File: src/rtl/opcodes.sv
// Shared instruction encodings used by fetch-side blocks.
`ifndef INSTR_NOP
`define INSTR_NOP 64'h0000_0000_0000_0013
`endif

File: src/rtl/fetch_mem_pkg.sv
// Types and widths shared by the instruction fetch responder and its line buffer.
`ifndef INSTR_NOP
`define INSTR_NOP 64'h0000_0000_0000_0013
`endif

package fetch_mem_pkg;

  typedef enum logic [1:0] {
    IDLE     = 2'd0,
    FETCH_LO = 2'd1,
    FETCH_HI = 2'd2
  } fetch_state_e;

  localparam int ADDR_W  = 64;
  localparam int WORD_W  = 61;
  localparam int INSTR_W = 64;
  localparam int BEAT_W  = 32;

  localparam logic [INSTR_W-1:0] NOP_WORD = `INSTR_NOP;

endpackage

File: src/rtl/instr_fetch_responder_if.sv
// Fetch port plus 32-bit backing bus; slave is the responder, master is fetch/memory.
interface instr_fetch_responder_if;
  import fetch_mem_pkg::*;

  logic               instr_read_in;
  logic [ADDR_W-1:0]  instr_address_in;
  logic [INSTR_W-1:0] instr_read_value_out;
  logic               stall_out;
  logic               invalidate_in;
  logic               mem_req_out;
  logic [ADDR_W-1:0]  mem_addr_out;
  logic               mem_ack_in;
  logic [BEAT_W-1:0]  mem_rdata_in;

  modport slave (
    input  instr_read_in, instr_address_in, invalidate_in, mem_ack_in, mem_rdata_in,
    output instr_read_value_out, stall_out, mem_req_out, mem_addr_out
  );

  modport master (
    output instr_read_in, instr_address_in, invalidate_in, mem_ack_in, mem_rdata_in,
    input  instr_read_value_out, stall_out, mem_req_out, mem_addr_out
  );
endinterface

File: src/rtl/instr_line_buffer.sv
// Direct-mapped storage of valid/tag/data per entry; combinational read, synchronous write and clear.
module instr_line_buffer
  import fetch_mem_pkg::*;
#(
  parameter int LINES   = 4,
  parameter int INDEX_W = 2,
  parameter int TAG_W   = 59
) (
  input  logic               clk,
  input  logic               rst_n,
  input  logic [INDEX_W-1:0] i_rd_index,
  output logic               o_rd_valid,
  output logic [TAG_W-1:0]   o_rd_tag,
  output logic [INSTR_W-1:0] o_rd_data,
  input  logic               i_wr_en,
  input  logic [INDEX_W-1:0] i_wr_index,
  input  logic [TAG_W-1:0]   i_wr_tag,
  input  logic [INSTR_W-1:0] i_wr_data,
  input  logic               i_wr_set_valid,
  input  logic               i_clear_all
);

  logic [LINES-1:0]   r_valid;
  logic [TAG_W-1:0]   r_tag  [LINES];
  logic [INSTR_W-1:0] r_data [LINES];

  assign o_rd_valid = r_valid[i_rd_index];
  assign o_rd_tag   = r_tag[i_rd_index];
  assign o_rd_data  = r_data[i_rd_index];

  // Valid bits: a write landing with a clear keeps the later set_valid, which is low then.
  always_ff @(posedge clk) begin
    if (!rst_n) begin
      r_valid <= '0;
    end else begin
      if (i_clear_all) begin
        r_valid <= '0;
      end
      if (i_wr_en) begin
        r_valid[i_wr_index] <= i_wr_set_valid;
      end
    end
  end

  // Tag and data storage, meaningful only behind a valid bit.
  always_ff @(posedge clk) begin
    if (i_wr_en) begin
      r_tag[i_wr_index]  <= i_wr_tag;
      r_data[i_wr_index] <= i_wr_data;
    end
  end

endmodule

File: src/rtl/instr_fetch_responder.sv
// Answers fetch from the line buffer; on a miss stalls and refills the word over two 32-bit beats.
module instr_fetch_responder
  import fetch_mem_pkg::*;
#(
  parameter int LINES = 4
) (
  input  logic                    clk,
  input  logic                    rst_n,
  instr_fetch_responder_if.slave  bus
);

  localparam int INDEX_W = $clog2(LINES);
  localparam int TAG_W   = WORD_W - INDEX_W;

  fetch_state_e        r_state;
  logic [WORD_W-1:0]   r_word;
  logic [BEAT_W-1:0]   r_lo;
  logic                r_drop;
  logic                r_mem_req;
  logic [ADDR_W-1:0]   r_mem_addr;

  logic [WORD_W-1:0]   w_word;
  logic [INDEX_W-1:0]  w_index;
  logic [TAG_W-1:0]    w_tag;
  logic                w_rd_valid;
  logic [TAG_W-1:0]    w_rd_tag;
  logic [INSTR_W-1:0]  w_rd_data;
  logic                w_hit;
  logic                w_wr_en;
  logic                w_set_valid;
  logic [INSTR_W-1:0]  w_value;
  logic                w_stall;
  logic                w_unused;

  assign w_word   = bus.instr_address_in[63:3];
  assign w_index  = w_word[INDEX_W-1:0];
  assign w_tag    = w_word[WORD_W-1:INDEX_W];
  assign w_unused = ^bus.instr_address_in[2:0];

  assign w_hit = (r_state == IDLE) & bus.instr_read_in & w_rd_valid
               & (w_rd_tag == w_tag) & !bus.invalidate_in;

  // An invalidate seen anywhere in the fill, including the final beat, leaves the entry invalid.
  assign w_wr_en     = (r_state == FETCH_HI) & bus.mem_ack_in;
  assign w_set_valid = !r_drop & !bus.invalidate_in;

  instr_line_buffer #(
    .LINES   (LINES),
    .INDEX_W (INDEX_W),
    .TAG_W   (TAG_W)
  ) u_line_buffer (
    .clk            (clk),
    .rst_n          (rst_n),
    .i_rd_index     (w_index),
    .o_rd_valid     (w_rd_valid),
    .o_rd_tag       (w_rd_tag),
    .o_rd_data      (w_rd_data),
    .i_wr_en        (w_wr_en),
    .i_wr_index     (r_word[INDEX_W-1:0]),
    .i_wr_tag       (r_word[WORD_W-1:INDEX_W]),
    .i_wr_data      ({bus.mem_rdata_in, r_lo}),
    .i_wr_set_valid (w_set_valid),
    .i_clear_all    (bus.invalidate_in)
  );

  // Fetch-side answer: entry data on a hit, otherwise NOP with stall while a read is pending.
  always_comb begin
    w_value = NOP_WORD;
    w_stall = 1'b0;
    if (!rst_n) begin
      w_value = NOP_WORD;
      w_stall = 1'b1;
    end else if (w_hit) begin
      w_value = w_rd_data;
      w_stall = 1'b0;
    end else begin
      w_value = NOP_WORD;
      w_stall = bus.instr_read_in;
    end
  end

  assign bus.instr_read_value_out = w_value;
  assign bus.stall_out            = w_stall;
  assign bus.mem_req_out          = r_mem_req;
  assign bus.mem_addr_out         = r_mem_addr;

  // Refill sequencer; a reset mid-fill simply drops the outstanding request.
  always_ff @(posedge clk) begin
    if (!rst_n) begin
      r_state    <= IDLE;
      r_word     <= '0;
      r_lo       <= '0;
      r_drop     <= 1'b0;
      r_mem_req  <= 1'b0;
      r_mem_addr <= '0;
    end else begin
      case (r_state)
        IDLE: begin
          if (bus.instr_read_in && !w_hit && !bus.invalidate_in) begin
            r_word     <= w_word;
            r_drop     <= 1'b0;
            r_mem_req  <= 1'b1;
            r_mem_addr <= {w_word, 3'b000};
            r_state    <= FETCH_LO;
          end
        end
        FETCH_LO: begin
          if (bus.invalidate_in) begin
            r_drop <= 1'b1;
          end
          if (bus.mem_ack_in) begin
            r_lo       <= bus.mem_rdata_in;
            r_mem_addr <= r_mem_addr + 64'd4;
            r_state    <= FETCH_HI;
          end
        end
        FETCH_HI: begin
          if (bus.invalidate_in) begin
            r_drop <= 1'b1;
          end
          if (bus.mem_ack_in) begin
            r_mem_req <= 1'b0;
            r_state   <= IDLE;
          end
        end
        default: begin
          r_mem_req <= 1'b0;
          r_state   <= IDLE;
        end
      endcase
    end
  end

endmodule

File: src/flat_wrapper.sv
// flat-port wrapper written by rule: the top's interface ports become plain ports
module instr_fetch_responder_flat import fetch_mem_pkg::*;
#(
  parameter int LINES = 4
)
  (clk, rst_n, bus_instr_read_in, bus_instr_address_in, bus_invalidate_in, bus_mem_ack_in, bus_mem_rdata_in, bus_instr_read_value_out, bus_stall_out, bus_mem_req_out, bus_mem_addr_out);
  instr_fetch_responder_if bus_i ();
  input  logic clk;
  input  logic rst_n;
  input wire logic [$bits(bus_i.instr_read_in)-1:0] bus_instr_read_in;
  input wire logic [$bits(bus_i.instr_address_in)-1:0] bus_instr_address_in;
  input wire logic [$bits(bus_i.invalidate_in)-1:0] bus_invalidate_in;
  input wire logic [$bits(bus_i.mem_ack_in)-1:0] bus_mem_ack_in;
  input wire logic [$bits(bus_i.mem_rdata_in)-1:0] bus_mem_rdata_in;
  output wire logic [$bits(bus_i.instr_read_value_out)-1:0] bus_instr_read_value_out;
  output wire logic [$bits(bus_i.stall_out)-1:0] bus_stall_out;
  output wire logic [$bits(bus_i.mem_req_out)-1:0] bus_mem_req_out;
  output wire logic [$bits(bus_i.mem_addr_out)-1:0] bus_mem_addr_out;
  assign bus_i.instr_read_in = bus_instr_read_in;
  assign bus_i.instr_address_in = bus_instr_address_in;
  assign bus_i.invalidate_in = bus_invalidate_in;
  assign bus_i.mem_ack_in = bus_mem_ack_in;
  assign bus_i.mem_rdata_in = bus_mem_rdata_in;
  assign bus_instr_read_value_out = bus_i.instr_read_value_out;
  assign bus_stall_out = bus_i.stall_out;
  assign bus_mem_req_out = bus_i.mem_req_out;
  assign bus_mem_addr_out = bus_i.mem_addr_out;
  instr_fetch_responder #(.LINES(LINES)) u_core (.clk(clk), .rst_n(rst_n), .bus(bus_i));
endmodule
File: config.mk
export PLATFORM = sky130hd
export DESIGN_NAME = instr_fetch_responder_flat
export DESIGN_NICKNAME = d
export VERILOG_FILES = /design/src/rtl/opcodes.sv /design/src/rtl/fetch_mem_pkg.sv /design/src/rtl/instr_fetch_responder_if.sv /design/src/rtl/instr_line_buffer.sv /design/src/rtl/instr_fetch_responder.sv /design/src/flat_wrapper.sv
export SDC_FILE = /design/constraint.sdc
export NUM_CORES = 1
export LEC_CHECK = 0
export ABC_AREA = 0
export CAP_MARGIN = 20
export CELL_PAD_IN_SITES_DETAIL_PLACEMENT = 0
export CELL_PAD_IN_SITES_GLOBAL_PLACEMENT = 1
export CORE_MARGIN = 4
export CORE_UTILIZATION = 45
export DETAILED_ROUTE_END_ITERATION = 16
export GPL_TIMING_DRIVEN = 0
export PLACE_DENSITY = 0.82
export SYNTH_ARGS = -nofsm -noshare
export SYNTH_HDL_FRONTEND = slang
export SYNTH_SLANG_ARGS = --single-unit
File: constraint.sdc
create_clock -name clk -period 19.9 [get_ports clk]
set_input_delay 2.985 -clock clk [delete_from_list [all_inputs] [get_ports clk]]
set_output_delay 2.985 -clock clk [all_outputs]
set_load 0.02 [all_outputs]
==> key figures <==
Timing
  – Least-Margin Pin Slew: about 1 ns
  – Final period demand of the worst path: 11.52 ns
  – Clock Skew: 0.0367 ns
  – RSZ-0062 raised after global routing: no
  – Fmax: 86.8 MHz
  – Number of pins with negative max-slew slack in the final report: 0
  – Endpoints failing setup: 0
  – Period Utilization, post-route: 0.579
  – Post-Route Setup TNS: 0 ns
  – Worst Hold Slack: about 0.5 ns
  – Worst relative slew slack: 0.334
  – Final Hold Viols: 0

Floorplanning
  – Floorplan row count: 89
  – Boundary Pins: 231
  – Starting Density: 0.457
  – Floorplan Core Area: 59200 um^2
  – Width of the chip: 253 um
  – Full die area: 64200 um^2
  – Height of the die: ~250 um

Clock network
  – CTS tree: built
  – Worst-path clk slew: 0.06 ns
  – Clock latency at the later pin of the worst-skew pair: 0.61 ns
  – Number of gates resized after cts: 0
  – H-tree Lvls: 3
  – Total of hold buffers inserted after clock tree synthesis: 0
  – Cell chosen for the clock root: sky130_fd_sc_hd__clkbuf_16
  – Number of setup buffers added after CTS: 0
  – Clock Tree Buf Depth: 3
  – Number of clock buffers inserted by TritonCTS: 69
  – CTS Sinks: 655

Logic synthesis
  – Share of the synthesized area in the top cell type: 0.546
  – Warnings, synthesis: 0
  – Synth unique cells: 76
  – Average footprint of a synthesized cell: between 10 and 15 um^2
  – Count of flip-flops with a built-in enable after synthesis: 492
  – Cell count after synthesis: 1862
  – Fraction of the yosys area taken by sequential cells: 0.666
  – Leading register cell type out of synthesis: sky130_fd_sc_hd__edfxtp_1
  – Largest cells by area after synthesis: sky130_fd_sc_hd__edfxtp_1 (55%), sky130_fd_sc_hd__dfxtp_1 (12%), sky130_fd_sc_hd__mux4_2 (8.7%)
  – Fraction of registers with async set/reset: 0
  – Flip-flop and latch count after synthesis: 655
  – Cell taking the most area after synthesis: sky130_fd_sc_hd__edfxtp_1
  – Post-synthesis instance area: about 27000 um^2

Critical path
  – Capture instance of the worst register-to-register path: u_core.bus.mem_addr_out[50]
  – Worst reg2reg setup slack: 15.48 ns
  – Cell with the biggest individual delay on the critical path: sky130_fd_sc_hd__nor4_4
  – Cell-by-cell trace of the critical path: clkdlybuf4s50_1 > buf_4 > buf_4 > mux4_2 > a2bb2oi_1 > o221ai_1 > a2111oi_0 > nand4_1 > nor4_4 > buf_6 > buf_2 > buf_2 > and3_1 > clkdlybuf4s50_1
  – Startpoint class of the critical path: input pin
  – Critical path capture point type: output port
  – Cell depth of the worst flop-to-flop path: 10
  – Critical path class: input pin to output port
  – Launching point of the worst reg2reg path: u_core.u_line_buffer.r_tag[3][41]
  – Data arrival at the endpoint of the critical path: around 8.5 ns
  – Data required time of the critical path: 16.91 ns
  – Largest fanout on the critical path: 10
  – Slowest Stage Delay on Critical Path: 0.64 ns

Power
  – Net switching component of the power: 0.744 mW
  – Leakage: approximately 11 nW
  – Share of total power consumed by net switching: 0.236
  – Areal power density over the cells: 95.4 nW/um^2
  – Maximum vdd ir drop: 0.0572 mV
  – P_int: 2.41 mW
  – Part of the power in combinational logic: 0.092
  – Reg power frac: 0.487
  – Relative contribution of the clock network to total power: 0.421
  – Total power: 3.15 mW

Cells and area
  – Total Nets Final: 2287
  – Storage element area: 18000 um^2
  – Filler cells: roughly 4700
  – Area occupied by multi-input gates: 8350 um^2
  – Final Core Density: 0.557
  – Leading cell type in the layout, fill and taps excluded: sky130_fd_sc_hd__edfxtp_1
  – Leading cell types in the layout, fill and taps excluded: sky130_fd_sc_hd__edfxtp_1 (492), sky130_fd_sc_hd__clkdlybuf4s50_1 (224), sky130_fd_sc_hd__dfxtp_1 (163)
  – Layout cell share with drive strength beyond 1: 0.139
  – Area Overhead vs Synth: 22.0%

Flow run
  – MaxCap Viol Count: 0

Place
  – Last weighted congestion value of the routability-driven placer: 0.930
  – IO buf count: ~220
  – DP HPWL: approximately 59000 um

Global routing
  – Initial antenna violation count: 4
  – Global-route congestion overflow total: 0
  – Vias in the first global route: approximately 18000
  – Global-route wire length before repair: 120000 um
  – Overall fraction of global-route tracks in use: 0.256
  – Pin count of the biggest net entering global routing: ~70

Route
  – Total number of vias: 18300
  – Iteration-0 DRC Markers: 2329
  – WL per Instance: about 28 um
  – Number of iterations in the first detailed-routing pass: 6
  – Routed wire length: 83300 um
  – Antenna violation net count after detailed routing: 0
  – # DRC: 0
  – Routed vias/inst: around 6

Worst hold path
  – Hold path startpoint: u_core.r_lo[31]
  – End point of the most critical hold path: u_core.u_line_buffer.r_data[3][31]
  – Worst min-delay path category: flip-flop to flip-flop
  – Count of cells along the worst hold path: 0

Outcome
  – Outcome: complete, no violations
-- power groups by stage --
stage / clock [mW] / combinational (mW) / sequential, mW
after global placement: 0 / 0.280 / 1.56
after detailed placement: 0 / 0.284 / 1.56
after floorplan: 0 / 0.133 / 1.57
final: 1.33 / 0.289 / 1.53
after CTS: 1.34 / 0.285 / 1.53
after global routing: 1.41 / 0.304 / 1.54
-- flip-flops by register name, indices dropped and copies added, names as in the netlist --
name / count
u_core.u_line_buffer.r_data: 256
u_core.r_word: 61
u_core.r_lo: 32
u_core.r_state: 2
u_core.r_drop: 1
u_core.bus.mem_req_out: 1
u_core.bus.mem_addr_out: 62
u_core.u_line_buffer.r_tag: 236
u_core.u_line_buffer.r_valid: 4
-- synthesized netlist by cell type (8+ instances only) --
cell type	count
sky130_fd_sc_hd__a21oi_1	90
sky130_fd_sc_hd__a31oi_1	9
sky130_fd_sc_hd__a32oi_1	19
sky130_fd_sc_hd__and2_1	21
sky130_fd_sc_hd__and3_1	67
sky130_fd_sc_hd__buf_2	26
sky130_fd_sc_hd__buf_4	14
sky130_fd_sc_hd__buf_6	8
sky130_fd_sc_hd__clkbuf_1	63
sky130_fd_sc_hd__dfxtp_1	163
sky130_fd_sc_hd__edfxtp_1	492
sky130_fd_sc_hd__inv_1	32
sky130_fd_sc_hd__mux2i_1	116
sky130_fd_sc_hd__mux4_2	105
sky130_fd_sc_hd__nand2_1	150
sky130_fd_sc_hd__nand2b_1	8
sky130_fd_sc_hd__nand3_1	51
sky130_fd_sc_hd__nand4_1	26
sky130_fd_sc_hd__nor2_1	101
sky130_fd_sc_hd__nor2b_1	8
sky130_fd_sc_hd__nor3_1	22
sky130_fd_sc_hd__nor4_1	31
sky130_fd_sc_hd__o211ai_1	8
sky130_fd_sc_hd__o21ai_0	49
sky130_fd_sc_hd__o221ai_1	12
sky130_fd_sc_hd__or2_2	8
sky130_fd_sc_hd__xnor2_1	21
sky130_fd_sc_hd__xor2_1	17
-- layer usage --
layer	part of all wire	vias up	routed length (um)	global-route usage
li1	-	7900	-	-
met1	0.41	9305	33800	0.359
met2	0.45	979	37700	0.393
met3	0.11	153	8750	0.0621
met4	0.036	2	3010	0.0961
met5	0.00016	-	13	0
-- cell type report --
class                   count  area share
well taps                 773      0.0293
inverters                  33     0.00405
plain buffers             115      0.0175
flip-flops and latches    655       0.546
diodes                      2    0.000152
clock buffers              90      0.0581
clock inverters            36      0.0133
repair buffers            248      0.0784
multi-input cells        1060       0.253
-- per-stage QoR --
step                      cells  cell area, um^2  setup slack, ns
after floorplan            1863            27100             7.32
after detailed placement   2883            30600             8.40
after global placement     2860            30300            -1.07
after global routing       3012            33000             8.23
after CTS                  3009            33000             8.40
final                      3012            33000             8.38
-- how the worst max path moves through the flow --
stage               cells after the start                     from                         endpoint
finish                                 14  bus_instr_address_in[4]     bus_instr_read_value_out[31]
detailed placement                     14  bus_instr_address_in[4]     bus_instr_read_value_out[31]
CTS                                    14  bus_instr_address_in[4]     bus_instr_read_value_out[31]
global placement                        6           bus_mem_ack_in  u_core.u_line_buffer.r_valid[0]
floorplan                               5           bus_mem_ack_in  u_core.u_line_buffer.r_valid[0]
global route                           14  bus_instr_address_in[4]     bus_instr_read_value_out[25]
-- critical path: cells and delay by family --
kind / cells / cell delay (ns)
buffers and inverters: 7 / 2.73
AND/OR/NAND/NOR: 3 / 1.27
multiplexers: 1 / 0.39
AO/OA/AOI/OAI: 3 / 1.14
-- logic make-up (layout without fill, tap and decap cells) --
group,count (synthesis),in the layout,synth area share
flops,655,655,0.666
simple gates,525,525,0.0970
compound gates,264,264,0.0639
mux,227,227,0.133
buf+inv,148,522,0.0259
xor+xnor,38,38,0.0123
fa+ha+maj,4,4,0.00185
other cells,1,4,0.000139
(Power assumes the default switching activity.)
